## src/rtl/rot_ififo.sv

```systemverilog
// Read-data capture FIFO for the rotate engine: follows the AHB address/data
// pipeline, extracts the active byte/halfword lane of HRDATA and buffers it.
module rot_ififo #(
  parameter int P_DEPTH = 16,
  parameter int P_AW    = 4
) (
  input  logic              I_IFIFO_HCLK,
  input  logic              I_IFIFO_HRESET_N,
  input  logic [31:0]       I_IFIFO_HRDATA,
  input  logic [1:0]        I_IFIFO_HTRANS,
  input  logic              I_IFIFO_HWRITE,
  input  logic [2:0]        I_IFIFO_HSIZE,
  input  logic [1:0]        I_IFIFO_HADDR,
  input  logic              I_IFIFO_HREADY,
  input  logic              I_IFIFO_POP,
  input  logic              I_IFIFO_CLEAR,
  output logic [31:0]       O_IFIFO_DATA,
  output logic              O_IFIFO_EMPTY,
  output logic              O_IFIFO_FULL,
  output logic [P_AW:0]     O_IFIFO_COUNT,
  output logic              O_IFIFO_OVERFLOW
);

  localparam logic [P_AW:0] DEPTH_C = (P_AW+1)'(P_DEPTH);

  logic [31:0]     mem_q [P_DEPTH];
  logic [P_AW-1:0] wr_ptr_q, wr_ptr_d;
  logic [P_AW-1:0] rd_ptr_q, rd_ptr_d;
  logic [P_AW:0]   count_q, count_d;
  logic            empty_q, empty_d;
  logic            full_q, full_d;
  logic            ovf_q, ovf_d;
  logic            dp_valid_q, dp_valid_d;
  logic [2:0]      dp_size_q, dp_size_d;
  logic [1:0]      dp_lane_q, dp_lane_d;
  logic            push_req_s, push_s, pop_s, mem_we_s;
  logic [31:0]     wdata_s;

  // Little-endian lane select; unknown size codes pass the full word.
  function automatic logic [31:0] lane_extract(input logic [31:0] data,
                                               input logic [2:0]  size,
                                               input logic [1:0]  lane);
    logic [31:0] res;
    case (size)
      3'b000: begin
        case (lane)
          2'd0:    res = {24'h000000, data[7:0]};
          2'd1:    res = {24'h000000, data[15:8]};
          2'd2:    res = {24'h000000, data[23:16]};
          2'd3:    res = {24'h000000, data[31:24]};
          default: res = 32'h00000000;
        endcase
      end
      3'b001: begin
        if (lane[1]) res = {16'h0000, data[31:16]};
        else         res = {16'h0000, data[15:0]};
      end
      default: res = data;
    endcase
    return res;
  endfunction

  always_comb begin
    push_req_s = dp_valid_q & I_IFIFO_HREADY;
    pop_s      = I_IFIFO_POP & ~empty_q;
    // A full FIFO still accepts a beat when the head leaves on the same edge.
    push_s     = push_req_s & (~full_q | pop_s);
    mem_we_s   = push_s & ~I_IFIFO_CLEAR;
    wdata_s    = lane_extract(I_IFIFO_HRDATA, dp_size_q, dp_lane_q);

    wr_ptr_d   = wr_ptr_q;
    rd_ptr_d   = rd_ptr_q;
    count_d    = count_q;
    ovf_d      = ovf_q;
    dp_valid_d = dp_valid_q;
    dp_size_d  = dp_size_q;
    dp_lane_d  = dp_lane_q;

    if (I_IFIFO_CLEAR) begin
      wr_ptr_d   = {P_AW{1'b0}};
      rd_ptr_d   = {P_AW{1'b0}};
      count_d    = {(P_AW+1){1'b0}};
      ovf_d      = 1'b0;
      dp_valid_d = 1'b0;
    end else begin
      if (push_s) wr_ptr_d = wr_ptr_q + P_AW'(1);
      else        wr_ptr_d = wr_ptr_q;
      if (pop_s)  rd_ptr_d = rd_ptr_q + P_AW'(1);
      else        rd_ptr_d = rd_ptr_q;
      count_d = count_q + (P_AW+1)'(push_s) - (P_AW+1)'(pop_s);
      if (push_req_s & ~push_s) ovf_d = 1'b1;
      else                      ovf_d = ovf_q;
      if (I_IFIFO_HREADY) begin
        dp_valid_d = I_IFIFO_HTRANS[1] & ~I_IFIFO_HWRITE;
        dp_size_d  = I_IFIFO_HSIZE;
        dp_lane_d  = I_IFIFO_HADDR;
      end else begin
        dp_valid_d = dp_valid_q;
        dp_size_d  = dp_size_q;
        dp_lane_d  = dp_lane_q;
      end
    end

    empty_d = (count_d == {(P_AW+1){1'b0}});
    full_d  = (count_d == DEPTH_C);
  end

  always_ff @(posedge I_IFIFO_HCLK or negedge I_IFIFO_HRESET_N) begin
    if (!I_IFIFO_HRESET_N) begin
      wr_ptr_q   <= {P_AW{1'b0}};
      rd_ptr_q   <= {P_AW{1'b0}};
      count_q    <= {(P_AW+1){1'b0}};
      empty_q    <= 1'b1;
      full_q     <= 1'b0;
      ovf_q      <= 1'b0;
      dp_valid_q <= 1'b0;
      dp_size_q  <= 3'b000;
      dp_lane_q  <= 2'b00;
    end else begin
      wr_ptr_q   <= wr_ptr_d;
      rd_ptr_q   <= rd_ptr_d;
      count_q    <= count_d;
      empty_q    <= empty_d;
      full_q     <= full_d;
      ovf_q      <= ovf_d;
      dp_valid_q <= dp_valid_d;
      dp_size_q  <= dp_size_d;
      dp_lane_q  <= dp_lane_d;
    end
  end

  // Storage array carries no reset; only entries between the pointers are ever read.
  always_ff @(posedge I_IFIFO_HCLK) begin
    if (mem_we_s) mem_q[wr_ptr_q] <= wdata_s;
  end

  always_comb begin
    if (empty_q) O_IFIFO_DATA = 32'h00000000;
    else         O_IFIFO_DATA = mem_q[rd_ptr_q];
  end

  assign O_IFIFO_EMPTY    = empty_q;
  assign O_IFIFO_FULL     = full_q;
  assign O_IFIFO_COUNT    = count_q;
  assign O_IFIFO_OVERFLOW = ovf_q;

endmodule

```

## config.mk

```make
export PLATFORM = sky130hd
export DESIGN_NAME = rot_ififo
export DESIGN_NICKNAME = d
export VERILOG_FILES = /design/src/rtl/rot_ififo.sv
export SDC_FILE = /design/constraint.sdc
export NUM_CORES = 1
export LEC_CHECK = 0
export BUFFER_PORTS_ARGS = -buffer_cell sky130_fd_sc_hd__buf_2
export CAP_MARGIN = 20
export CORE_AREA = 2 2 223 225
export DETAILED_ROUTE_END_ITERATION = 8
export DIE_AREA = 0 0 225 227
export GPL_TIMING_DRIVEN = 0
export PLACE_DENSITY = 0.67
export SYNTH_ARGS = -nofsm -noshare
export SYNTH_HDL_FRONTEND = slang
export SYNTH_SLANG_ARGS = --single-unit
```

## constraint.sdc

```tcl
create_clock -name I_IFIFO_HCLK -period 3.6 [get_ports I_IFIFO_HCLK]
set_input_delay 0.72 -clock I_IFIFO_HCLK [delete_from_list [all_inputs] [get_ports I_IFIFO_HCLK]]
set_output_delay 0.72 -clock I_IFIFO_HCLK [all_outputs]
set_load 0.02 [all_outputs]
```

* Yosys cells after proc, flatten, opt, wreduce, memory -nomap -nowiden
Memory sizes are Yosys's and may differ from the RTL's. Cells that the tools add are included.
Operators by class: $add $sub $neg 4, equality and inequality tests 5, mux-type cells 15, bitwise operators 12, reductions and logical operators 8
Operator list (number):
- one-hot mux 32 bit (4 select lines) | 1
- one-hot mux 32 bit (2 select lines) | 1
- 2-to-1 mux 32 bit | 1
- 2-to-1 mux 16 bit | 1
- 2-to-1 mux 4 bit | 4
- adder 4 x 1 -> 4 bit, second input constant | 2
- nonzero test 2 bit | 4
- bitwise AND 1 bit | 6
- 2-to-1 mux 1 bit | 6
- adder 5 x 1 -> 5 bit | 1
- equality test 5 bit, second input constant | 1
- logical NOT 5 bit | 1
- 2-to-1 mux 5 bit | 1
- NOT 1 bit | 5
- subtractor 5 x 1 -> 5 bit | 1
- equality test 2 bit, second input constant | 2
- equality test 3 x 1 -> 1 bit, second input constant | 1
- logical NOT 3 bit | 1
- equality test 2 x 1 -> 1 bit, second input constant | 1
- logical NOT 2 bit | 1
- AND reduction 2 bit | 1
- OR 1 bit | 1
Storage, ports and cells: bits in registers 22, memory bits (writable) 512, bits of input ports 45, output and inout bits 40, word-level logic and storage cells 54, memories 1
Memories:
- mem_q | depth 16, width 32, read ports 1, clocked after Yosys merged registers in 0, wr ports 1, RTL line 26 | logic [31:0] mem_q [P_DEPTH];

* Logic depth before layout (Yosys ltp)
depth after elaboration 8, depth in mapped cells 12, depth with buffers taken out 12

* Least setup slack after synthesis
Ideal clock, no wire load.
path type in2reg, start point in I_IFIFO_CLEAR, end point mem mem_q[0][0] (enable), setup time 0.421 ns, data arrival time 2.694 ns, required time 3.179 ns, slack 0.485 ns, cell stages on the path 3, buffers on the path 1, cell sequence clkbuf_1 or3_1 nor2_1
Between the ends: word-level cells in the longest chain between the ends 4
Ends and longest elaborated chain:
- from (decl) | RTL line 16 | input logic I_IFIFO_CLEAR,
- NOT 1 bit (no line)
- bitwise AND 1 bit | RTL line 68 | mem_we_s = push_s & ~I_IFIFO_CLEAR;
- 2-to-1 mux 1 bit | RTL line 134 | if (mem_we_s) mem_q[wr_ptr_q] <= wdata_s;
- 2-to-1 mux 1 bit (implied by the code) | RTL line 134
- to (decl) | RTL line 26
Every way passes these cells.

* Final worst setup path
start point reg rd_ptr_q[2], end point out O_IFIFO_DATA[10]
Between the ends: word-level cells in the longest chain between the ends 2
Ends and longest elaborated chain:
- from (decl) | RTL line 28 | logic [P_AW-1:0] rd_ptr_q, rd_ptr_d;
- from (signal assigned) | RTL line 111 | rd_ptr_q <= {P_AW{1'b0}};
- from (signal assigned) | RTL line 121 | rd_ptr_q <= rd_ptr_d;
- memory (16 x 32 bit)
- 2-to-1 mux 32 bit | RTL line 138 | if (empty_q) O_IFIFO_DATA = 32'h00000000;
- to (decl) | RTL line 17 | output logic [31:0] O_IFIFO_DATA,
Every way passes these cells.

==> reports/summary.md <==
Route
- **total number of vias** 12.5k
- **detailed-routing iteration count for the pre-antenna-repair pass** 7
- **final routed DRC violation total** 0
- **vias per cell** 5.87
- **Routed Antenna Nets** 0
- **number of DRC markers in iteration 0** 1,421
- **total detailed-routing wirelength** 58,600 microns
- **average detailed-routed wire length per instance** 27.5 microns

Status
- **run status** finished clean

Floorplanning
- **overall die area** 0.0511 sq mm
- **height of the die** 227 microns
- **initial core utilization** 44.7%
- **DIE WIDTH** 225 microns
- **CORE AREA** 0.0485 sq mm
- **Core Rows** 81
- **number of top-level pins** 85

STA
- **skew final** 0.0185 ns
- **RSZ-0062 raised after global routing** no
- **endpoints failing setup** 0
- **Least-Margin Pin Slew** 1.01 ns
- **summed negative setup slack over all endpoints** 0 ns
- **final clock period utilization by the worst path** 97.8%
- **relative slew slack** 32.0%
- **maximum clock frequency** 284 MHz
- **shortest period the worst path allows** 3.52 ns
- **Max Slew Vio Count** 0
- **Final Hold Vio Count** 0

Worst setup path
- **cells traversed along the worst timing path** nor2_2, clkbuf_2, a22oi_1, nand3_1, nand2_1, buf_2
- **data arrival time of the critical path** 2.80 ns
- **buffers plus inverters on the worst setup path** 2
- **Crit path max-delay family** simple AND/OR/NAND/NOR gates
- **Reg2Reg Launch Point** O_IFIFO_EMPTY
- **launching element type of the critical path** register
- **Critical Path End Type** primary output
- **biggest fanout along the worst timing path** 10
- **setup slack, reg-to-reg** 0.61 ns
- **critical path's largest stage delay** 0.57 ns
- **cell type of the slowest stage on the worst timing path** nor2_2
- **classification of the worst setup path** reg -> out
- **critical path required time** 2.88 ns
- **reg2reg end** O_IFIFO_EMPTY
- **number of cells traversed by the worst register-to-register path** 12

Power
- **Pleak** 0.00841 uW
- **power per standard cell area** 617 mW/mm^2
- **Peak supply drop** 431 uV

Global routing
- **GR met3 Demand/Resource** 4.71%
- **wire length of the first global-routing pass** 84,000 microns
- **met1 Resource Use GR** 31.3%
- **largest net degree at the start of global routing** 23
- **GRT overflow** 0
- **via count of the first global-routing pass** 12.5k
- **global-route met2 utilization** 38.2%
- **Most Used Layer, Global Route** met2
- **global routing usage summed across all routing layers** 23.3%
- **antenna violations before repair** 1

Placed design
- **routability congestion estimate** 0.894
- **number of port buffers** 83
- **detailed placer's ending HPWL** 38,600 microns
- **post-placement cell count** 2,035
- **placed standard-cell area** 0.0235 sq mm

Final layout
- **fill count** 3,840
- **Final Instance Area** 0.0251 sq mm
- **Final Net Count** 1,527
- **Ant. Diodes** 0
- **multi-input gate area in the final layout** 0.00544 sq mm
- **final cell count without fillers** 2,136
- **combined flip-flop and latch cell area** 0.0159 sq mm
- **share of post-route cells with drive strength above 1** 17.6%
- **area overhead of the layout relative to synthesis** 15.8%

Logic synthesis
- **total of warnings raised by yosys** 0
- **Seq cells post-synth** 534
- **number of distinct library cell variants in the gate-level netlist after synthesis** 42
- **count of mapped cells out of synthesis** 1,309
- **Syn Area/Cell** 16.6 sq um
- **sequential fraction of the synthesis area** 73.3%
- **combined area of all synthesized cells** 0.0217 sq mm
- **net count of the mapped netlist** 1,365

Clock tree
- **Root Buffer** clkbuf_16
- **Hold-fix buffers, CTS** 0
- **number of buffers added by the clock tree synthesis step** 53
- **Post-CTS Setup Bufs** 0
- **clock slew at reported path FFs** 0.06 ns
- **TritonCTS sink count** 534
- **clock latency on the worst-skew pair** 0.59 ns
- **TritonCTS clock tree** yes
- **Clock Path Buffers** 3
- **total number of H-tree levels** 2

Worst hold path
- **HP Class** in -> async

Run
- **total of max-cap violations** 0

[metal layers]
layer | share of wire (%) | vias to the layer above
li1 | - | 5462
met1 | 40 | 6351
met2 | 48 | 601
met3 | 9.0 | 115
met4 | 3.2 | 0
met5 | 0 | -
[cells by family after synthesis]
kind of cell	after synthesis	synth area share [%]
AOI/OAI and AO/OA	177	5.83
and+or+nand+nor	206	4.60
DFF	534	73.3
xor gates and xnor gates	9	0.363
adders and majority gates	11	0.668
buffers and inverters	95	2.19
muxes	277	13.0
[metrics by stage]
step / hold slack, ns / power [uW] / util (%) / setup WS (ns)
5_1_grt: 0.152 / 16100 / 51.8 / 0.0187
4_1_cts: 0.114 / 15600 / 51.7 / 0.0136
3_3_place_gp: 0.505 / 10500 / 47.2 / -1.63
2_1_floorplan: 0.424 / 9400 / - / 0.485
6_report: 0.124 / 15500 / 51.8 / 0.0786
3_5_place_dp: 0.513 / 10500 / 48.4 / 0.0855
[state kept, by name, indices dropped and copies added, names as in the netlist]
name and count:
mem_q 512, rd_ptr_q 4, O_IFIFO_OVERFLOW 1, O_IFIFO_COUNT 5, wr_ptr_q 4, dp_lane_q 2, dp_size_q 3, O_IFIFO_EMPTY 1
O_IFIFO_FULL 1, dp_valid_q 1
[worst max-delay path by stage]
| stage | cells past startpoint | end | slack, ns | from |
|---|---|---|---|---|
| floorplan | 3 | mem_q[0][0] | 0.49 | I_IFIFO_CLEAR |
| global placement | 4 | mem_q[1][13] | -1.63 | I_IFIFO_CLEAR |
| detailed placement | 6 | O_IFIFO_DATA[10] | 0.09 | rd_ptr_q[2] |
| CTS | 7 | O_IFIFO_DATA[22] | 0.01 | rd_ptr_q[1] |
| global route | 7 | O_IFIFO_DATA[3] | 0.02 | rd_ptr_q[1] |
| finish | 6 | O_IFIFO_DATA[10] | 0.08 | rd_ptr_q[2] |
[what timing repair did]
item	4_1_cts	5_1_grt
setup endpoints to repair	32	23
gates cloned	0	0
resized for setup	17	18
[power breakdown]
group / total [uW] / internal, uW / switching [uW]
Combinational: 3320 / 1180 / 2140
Clock: 5110 / 2850 / 2260
Sequential: 7090 / 7040 / 48.6
Total: 15500 / 11100 / 4450
[area by class of cell]
class | instances | share of cell area, %
clock inverters | 30 | 0.766
plain buffers | 76 | 1.83
multi-input cells | 680 | 21.6
well taps | 622 | 3.09
clock buffers | 68 | 5.50
flip-flops and latches | 534 | 63.3
repair buffers | 107 | 3.58
inverters | 19 | 0.284
[cell usage after synthesis]
| cell | n | area (sq um) |
|---|---|---|
| a211oi_1 | 4 | 30.0 |
| a21oi_1 | 14 | 70.1 |
| a21oi_2 | 1 | 8.76 |
| a22o_1 | 8 | 70.1 |
| a22oi_1 | 128 | 961 |
| a31oi_1 | 2 | 12.5 |
| and2_1 | 19 | 119 |
| buf_1 | 13 | 48.8 |
| buf_2 | 14 | 70.1 |
| buf_4 | 24 | 180 |
| buf_6 | 1 | 11.3 |
| clkbuf_1 | 23 | 86.3 |
| clkbuf_4 | 1 | 7.51 |
| dfrtp_1 | 21 | 526 |
| dfstp_2 | 1 | 26.3 |
| edfxtp_1 | 512 | 15400 |
| fa_1 | 1 | 20.0 |
| ha_1 | 10 | 125 |
| inv_1 | 19 | 71.3 |
| mux2_2 | 5 | 56.3 |
| mux2_4 | 2 | 30.0 |
| mux2i_1 | 267 | 2670 |
| mux4_2 | 3 | 67.6 |
| nand2_1 | 48 | 180 |
| nand2b_1 | 3 | 18.8 |
| nand3_1 | 75 | 375 |
| nand3b_1 | 3 | 22.5 |
| nor2_1 | 37 | 139 |
| nor2b_1 | 8 | 50.1 |
| nor3b_1 | 5 | 37.5 |
| nor4_1 | 1 | 6.26 |
| nor4b_1 | 1 | 8.76 |
| o211ai_1 | 1 | 7.51 |
| o21a_1 | 1 | 7.51 |
| o21ai_0 | 16 | 80.1 |
| o22a_1 | 2 | 17.5 |
| or2_2 | 2 | 12.5 |
| or3_1 | 2 | 12.5 |
| or3b_2 | 1 | 8.76 |
| or4_1 | 1 | 7.51 |
| xnor2_1 | 4 | 35.0 |
| xor2_1 | 5 | 43.8 |
[layout by cell type (no fill, tap or decap), types with 21 or more instances in the layout]
cell / netlist / final
buf_2: 14 / 98
dfrtp_1: 21 / 21
buf_4: 24 / 29
a22oi_1: 128 / 128
mux2i_1: 267 / 267
edfxtp_1: 512 / 512
nand2_1: 48 / 48
nand3_1: 75 / 75
clkbuf_16: 0 / 53
clkbuf_1: 23 / 29
(Power assumes the default switching activity.)
